--- src/rtl/fwd_hazard_unit.sv ---
// Operand-forwarding select and hazard/stall generation for an in-order pipeline,
// tracking in-flight destinations plus a single long-latency multdiv unit.
module fwd_hazard_unit #(
  parameter  int AW     = 5,
  parameter  int NSRC   = 3,
  parameter  int DEPTH  = 2,
  parameter  int MD_LAT = 32,
  localparam int SW     = $clog2(DEPTH + 1),
  localparam int CW     = $clog2(MD_LAT)
) (
  input  logic                 clk_i,
  input  logic                 rst_ni,
  input  logic                 pipe_adv_i,
  input  logic                 id_valid_i,
  input  logic                 id_wr_i,
  input  logic                 id_load_i,
  input  logic [AW-1:0]        id_rd_i,
  input  logic [NSRC*AW-1:0]   id_src_i,
  input  logic [NSRC*AW-1:0]   ex_src_i,
  input  logic                 md_start_i,
  input  logic [AW-1:0]        md_rd_i,
  output logic [NSRC*SW-1:0]   fwd_sel_o,
  output logic                 stall_o,
  output logic                 md_busy_o,
  output logic                 md_done_o
);

  logic [DEPTH-1:0] vld_q, vld_d;
  logic [DEPTH-1:0] wr_q, wr_d;
  logic [DEPTH-1:0] ld_q, ld_d;
  logic [AW-1:0]    rd_q [DEPTH];
  logic [AW-1:0]    rd_d [DEPTH];

  logic [CW-1:0]    cnt_q, cnt_d;
  logic [AW-1:0]    md_rd_q, md_rd_d;
  logic             md_busy_q, md_busy_d;
  logic             md_done_q, md_done_d;

  logic             load_use;
  logic             md_haz;
  logic             md_go;

  // Forwarding: scan from the oldest entry down so the nearest producer wins.
  // A load still in execute has no data yet, so it is never a forwarding source.
  always_comb begin
    fwd_sel_o = '0;
    for (int p = 0; p < NSRC; p++) begin
      logic [AW-1:0] a;
      logic [SW-1:0] sel;
      a   = ex_src_i[p*AW +: AW];
      sel = '0;
      for (int i = DEPTH - 1; i >= 0; i--) begin
        if (vld_q[i] && wr_q[i] && (rd_q[i] == a) && (a != '0) && !((i == 0) && ld_q[i]))
          sel = SW'(i + 1);
      end
      fwd_sel_o[p*SW +: SW] = sel;
    end
  end

  always_comb begin
    load_use = 1'b0;
    md_haz   = md_start_i;
    for (int p = 0; p < NSRC; p++) begin
      logic [AW-1:0] s;
      s = id_src_i[p*AW +: AW];
      if (vld_q[0] && wr_q[0] && ld_q[0] && (rd_q[0] == s) && (s != '0))
        load_use = 1'b1;
      if ((md_rd_q != '0) && (s == md_rd_q))
        md_haz = 1'b1;
    end
    if (id_wr_i && (id_rd_i == md_rd_q) && (md_rd_q != '0))
      md_haz = 1'b1;
    stall_o = id_valid_i & (load_use | (md_busy_q & md_haz));
    md_go   = md_start_i & id_valid_i & ~stall_o & pipe_adv_i;
  end

  // Multdiv instructions leave the tracking pipe; their result is covered by md_rd_q.
  always_comb begin
    vld_d = vld_q;
    wr_d  = wr_q;
    ld_d  = ld_q;
    for (int i = 0; i < DEPTH; i++) rd_d[i] = rd_q[i];
    if (pipe_adv_i) begin
      for (int i = 1; i < DEPTH; i++) begin
        vld_d[i] = vld_q[i-1];
        wr_d[i]  = wr_q[i-1];
        ld_d[i]  = ld_q[i-1];
        rd_d[i]  = rd_q[i-1];
      end
      vld_d[0] = id_valid_i & ~stall_o & ~md_start_i;
      wr_d[0]  = id_wr_i;
      ld_d[0]  = id_load_i;
      rd_d[0]  = id_rd_i;
    end
  end

  always_comb begin
    cnt_d     = cnt_q;
    md_rd_d   = md_rd_q;
    md_busy_d = md_busy_q;
    md_done_d = 1'b0;
    if (md_busy_q) begin
      if (cnt_q == '0) begin
        md_busy_d = 1'b0;
      end else begin
        cnt_d = cnt_q - CW'(1);
        if (cnt_q == CW'(1)) md_done_d = 1'b1;
      end
    end else if (md_go) begin
      cnt_d     = CW'(MD_LAT - 1);
      md_rd_d   = md_rd_i;
      md_busy_d = 1'b1;
    end
  end

  // Control state
  always_ff @(posedge clk_i or negedge rst_ni) begin
    if (!rst_ni) begin
      vld_q     <= '0;
      cnt_q     <= '0;
      md_rd_q   <= '0;
      md_busy_q <= 1'b0;
      md_done_q <= 1'b0;
    end else begin
      vld_q     <= vld_d;
      cnt_q     <= cnt_d;
      md_rd_q   <= md_rd_d;
      md_busy_q <= md_busy_d;
      md_done_q <= md_done_d;
    end
  end

  // Entry payload is qualified by vld_q, so it needs no reset.
  always_ff @(posedge clk_i) begin
    wr_q <= wr_d;
    ld_q <= ld_d;
    for (int i = 0; i < DEPTH; i++) rd_q[i] <= rd_d[i];
  end

  assign md_busy_o = md_busy_q;
  assign md_done_o = md_done_q;

endmodule

--- config.mk ---
export PLATFORM = sky130hd
export DESIGN_NAME = fwd_hazard_unit
export DESIGN_NICKNAME = d
export VERILOG_FILES = /design/src/rtl/fwd_hazard_unit.sv
export SDC_FILE = /design/constraint.sdc
export NUM_CORES = 1
export LEC_CHECK = 0
export ABC_AREA = 1
export CAP_MARGIN = 20
export CORE_UTILIZATION = 40
export CTS_BUF_LIST = sky130_fd_sc_hd__clkbuf_16
export CTS_CLUSTER_DIAMETER = 100
export CTS_CLUSTER_SIZE = 24
export DETAILED_ROUTE_END_ITERATION = 10
export PLACE_DENSITY = 0.67
export SKIP_CTS_REPAIR_TIMING = 1
export SYNTH_ARGS = -nofsm -noshare
export SYNTH_HDL_FRONTEND = slang
export SYNTH_SLANG_ARGS = --single-unit
--- constraint.sdc ---
create_clock -name clk_i -period 2.8 [get_ports clk_i]
set_input_delay 0.42 -clock clk_i [delete_from_list [all_inputs] [get_ports clk_i]]
set_output_delay 0.42 -clock clk_i [all_outputs]
set_load 0.01 [all_outputs]
==> reports/metrics.cfg <==
[synth]
syn-instance-count = 315
synth_top_area_cell = edfxtp_1
synth_top_area_share_pct = 17.81
synthAdderAreaFrac_pct = 1.712
synth_ff_type = dfrtp_1
synth-xor-area-share_pct = 8.390
ys_seq_area_share_pct = 33.79
synth.mux.area_fraction_pct = 0
synthTopCellsByArea = edfxtp_1, dfrtp_1, nand2_1
synth_top_family_by_area = simple AND/OR/NAND/NOR gates
ys_warn_count = 0
syn_area_per_cell_um2 = 6.959
synthArstFlopShare_pct = 51.85
ys_ff_latch = 27
netlist_area_um2 = 2192
synthSimpleGateAreaFrac_pct = 34.19
synth_compound_area_share_pct = 10.39
synth_nets = 365
synthDistinctLibCells = 36
synth_edf_count = 13

[worst_setup_path]
reg2reg_slack_ns = 0.76
cp_slowest_cell = clkdlybuf4s50_1
path_buf_inv = 2
cp.required_ns = 2.38
crit_type = input port to output pin
crit_top_cell = clkdlybuf4s50_1
r2r_end = cnt_q[1]
critPathArrivalTime_ns = 2.23
crit_path_end_kind = output pin
cp_max_fo = 3
cp-start-kind = input port
cpPeakStageDelay_ns = 0.56
ff2ff_path_depth = 11
crit_family = buffers and inverters
r2r_start = rd_q[0][2]
path_cells = clkdlybuf4s50_1, xnor2_1, o221ai_1, a2111oi_1, nand2_1, nor2_1, clkdlybuf4s50_1

[final_layout]
diodes = 0
finalNetCount = 424
finalInstanceArea_um2 = 2929
final_common_cell = nand2_1
final_cell_mix = nand2_1, clkdlybuf4s50_1, inv_1, nor2_1, nand3_1
syn2layout_area_growth_pct = 33.62
drive_gt1_share_pct = 8.847

[clock_network]
cts_buffers = 3
clk_pin_slew_worst_paths_ns = 0.07
htreeDepth = 1
clk_latency_ns = 0.26
cts-root-buf = clkbuf_16
clk_path_buf_depth = 2
cts_tree = yes
clock_sinks = 27

[hold_path]
min_path_cells = 0
hold_path_class = register to register
min_from = wr_q[0]
holdPathEnd = wr_q[1]

[grt]
grt_max_degree = 17
antenna_found_initial = 0
met1_usage_pct = 25.64
top_usage_layer = met2
grt_usage_pct = 20.79
gr-usage-met2_pct = 39.27
grt_pass1_wl_mm = 9.798
grt_pass1_vias = 2063
grt.overflow.total = 0
grt_use_met3_pct = 2.994

[floorplan]
row_count = 26
core-area_um2 = 5205
ios = 56
fp.dieW_um = 76.03
initial_core_util_pct = 42.12
die_y_um = 76.03
die_area_um2 = 5781

[detailed_routing]
wl_per_cell_um = 12.92
vias_per_cell = 4.950
drcViolationCount = 0
drt_pass1_iterations = 4
routed_wl_mm = 5.723
drt-initial-drc-count = 147
ant_nets = 0
vias = 2193

[sta]
fin_skew_ns = 0.002472
min_period_ns = 2.651
fmax_ghz = 0.3772
setup_viol = 0
finalHoldViolCount = 0
fin_setup_tns_ns = 0
relSlewSlack_pct = 55.08
slew_viol_final = 0
worst_pin_slew_ns = 0.6717
fin_crit_sh_pct = 94.68

[power_and_ir_drop]
powerDensity_nw_per_um2 = 602.2
finalPower_mw = 1.764
peakVddDrop_mv = 0.4573
p_leak_nw = 1.439

[status]
status = finished, final reports clean

[place]
io_buffers = 55
gp_congestion = 0.8644
dp_hpwl_mm = 4.495
placed_area_um2 = 2825

[run]
cap_viol_max_count = 0

## how the worst max path moves through the flow
stage | startpoint | cells after the start | endpoint | slack (ns)
CTS | id_src_i[1] | 13 | stall_o | -0.05
floorplan | vld_q[0] | 6 | fwd_sel_o[1] | 0.81
detailed placement | id_src_i[1] | 13 | stall_o | -0.04
global route | rd_q[0][2] | 6 | fwd_sel_o[2] | -0.0003
finish | ex_src_i[6] | 7 | fwd_sel_o[3] | 0.15
global placement | id_src_i[1] | 13 | stall_o | -0.02
## flip-flops by register name, summed over array words and instances, names as in the netlist
signal / count
cnt_q: 5
ld_q: 1
md_busy_o: 1
md_done_o: 1
md_rd_q: 5
rd_q: 10
vld_q: 2
wr_q: 2
## power breakdown
group | internal (mW) | switching, mW
clock | 0.194 | 0.136
combinational | 0.340 | 0.406
sequential | 0.523 | 0.164
total | 1.06 | 0.706
## routing by layer
| layer | up-vias | wire length [µm] |
|---|---|---|
| li1 | 1137 | - |
| met1 | 992 | 2522 |
| met2 | 60 | 2884 |
| met3 | 4 | 290 |
| met4 | 0 | 25 |
| met5 | - | 0 |
## synthesized netlist by cell type (2+ instances only)
library cell,n
xnor2_1,7
o21ai_0,4
o21ai_2,5
xor2_1,14
inv_2,5
a221oi_1,2
or2_2,5
nand4_1,8
buf_2,4
nor4_1,5
nor3_1,5
a21oi_1,5
o22ai_1,12
edfxtp_1,13
nand2_2,2
inv_1,49
dfrtp_1,14
ha_1,3
nand3_1,19
nand2_1,93
nor2_1,26
## worst reg2reg max path: cells and delay by family, from the launching register on
family | cells | cell delay [ns]
flip-flops | 1 | 0.55
AND/OR/NAND/NOR | 10 | 1.24
buffers and inverters | 1 | 0.19
## area by class of cell
class,count,area [µm²]
clock buffer,3,75.07
multi-input combinational,227,1212
tap,70,87.58
timing repair buffer,61,603.1
clock inverter,1,7.507
fill,503,2276
inverter,54,202.7
sequential,27,740.7
## through the flow
stage | utilization [%] | worst slack [ns] | hold WS, ns | std cells
final | 56.27 | 0.1491 | 0.4508 | 443
after global routing | 56.27 | -0.0003126 | 0.4576 | 443
after CTS | 55.87 | -0.04719 | 0.4520 | 443
after detailed placement | 54.28 | -0.03717 | 0.4352 | 439
after global placement | 54.28 | -0.01640 | 0.4334 | 439
after floorplan | - | 0.8069 | 0.1244 | 315
## logic make-up (layout without fill, tap and decap cells)
kind of cell | count (synthesis) | count (layout)
adder cells (fa/ha/maj) | 3 | 3
AO/OA/AOI/OAI | 34 | 34
buffers and inverters | 61 | 119
flip-flops | 27 | 27
XOR/XNOR | 21 | 21
AND/OR/NAND/NOR | 169 | 169
No activity file was read; power rests on OpenSTA's default activity.
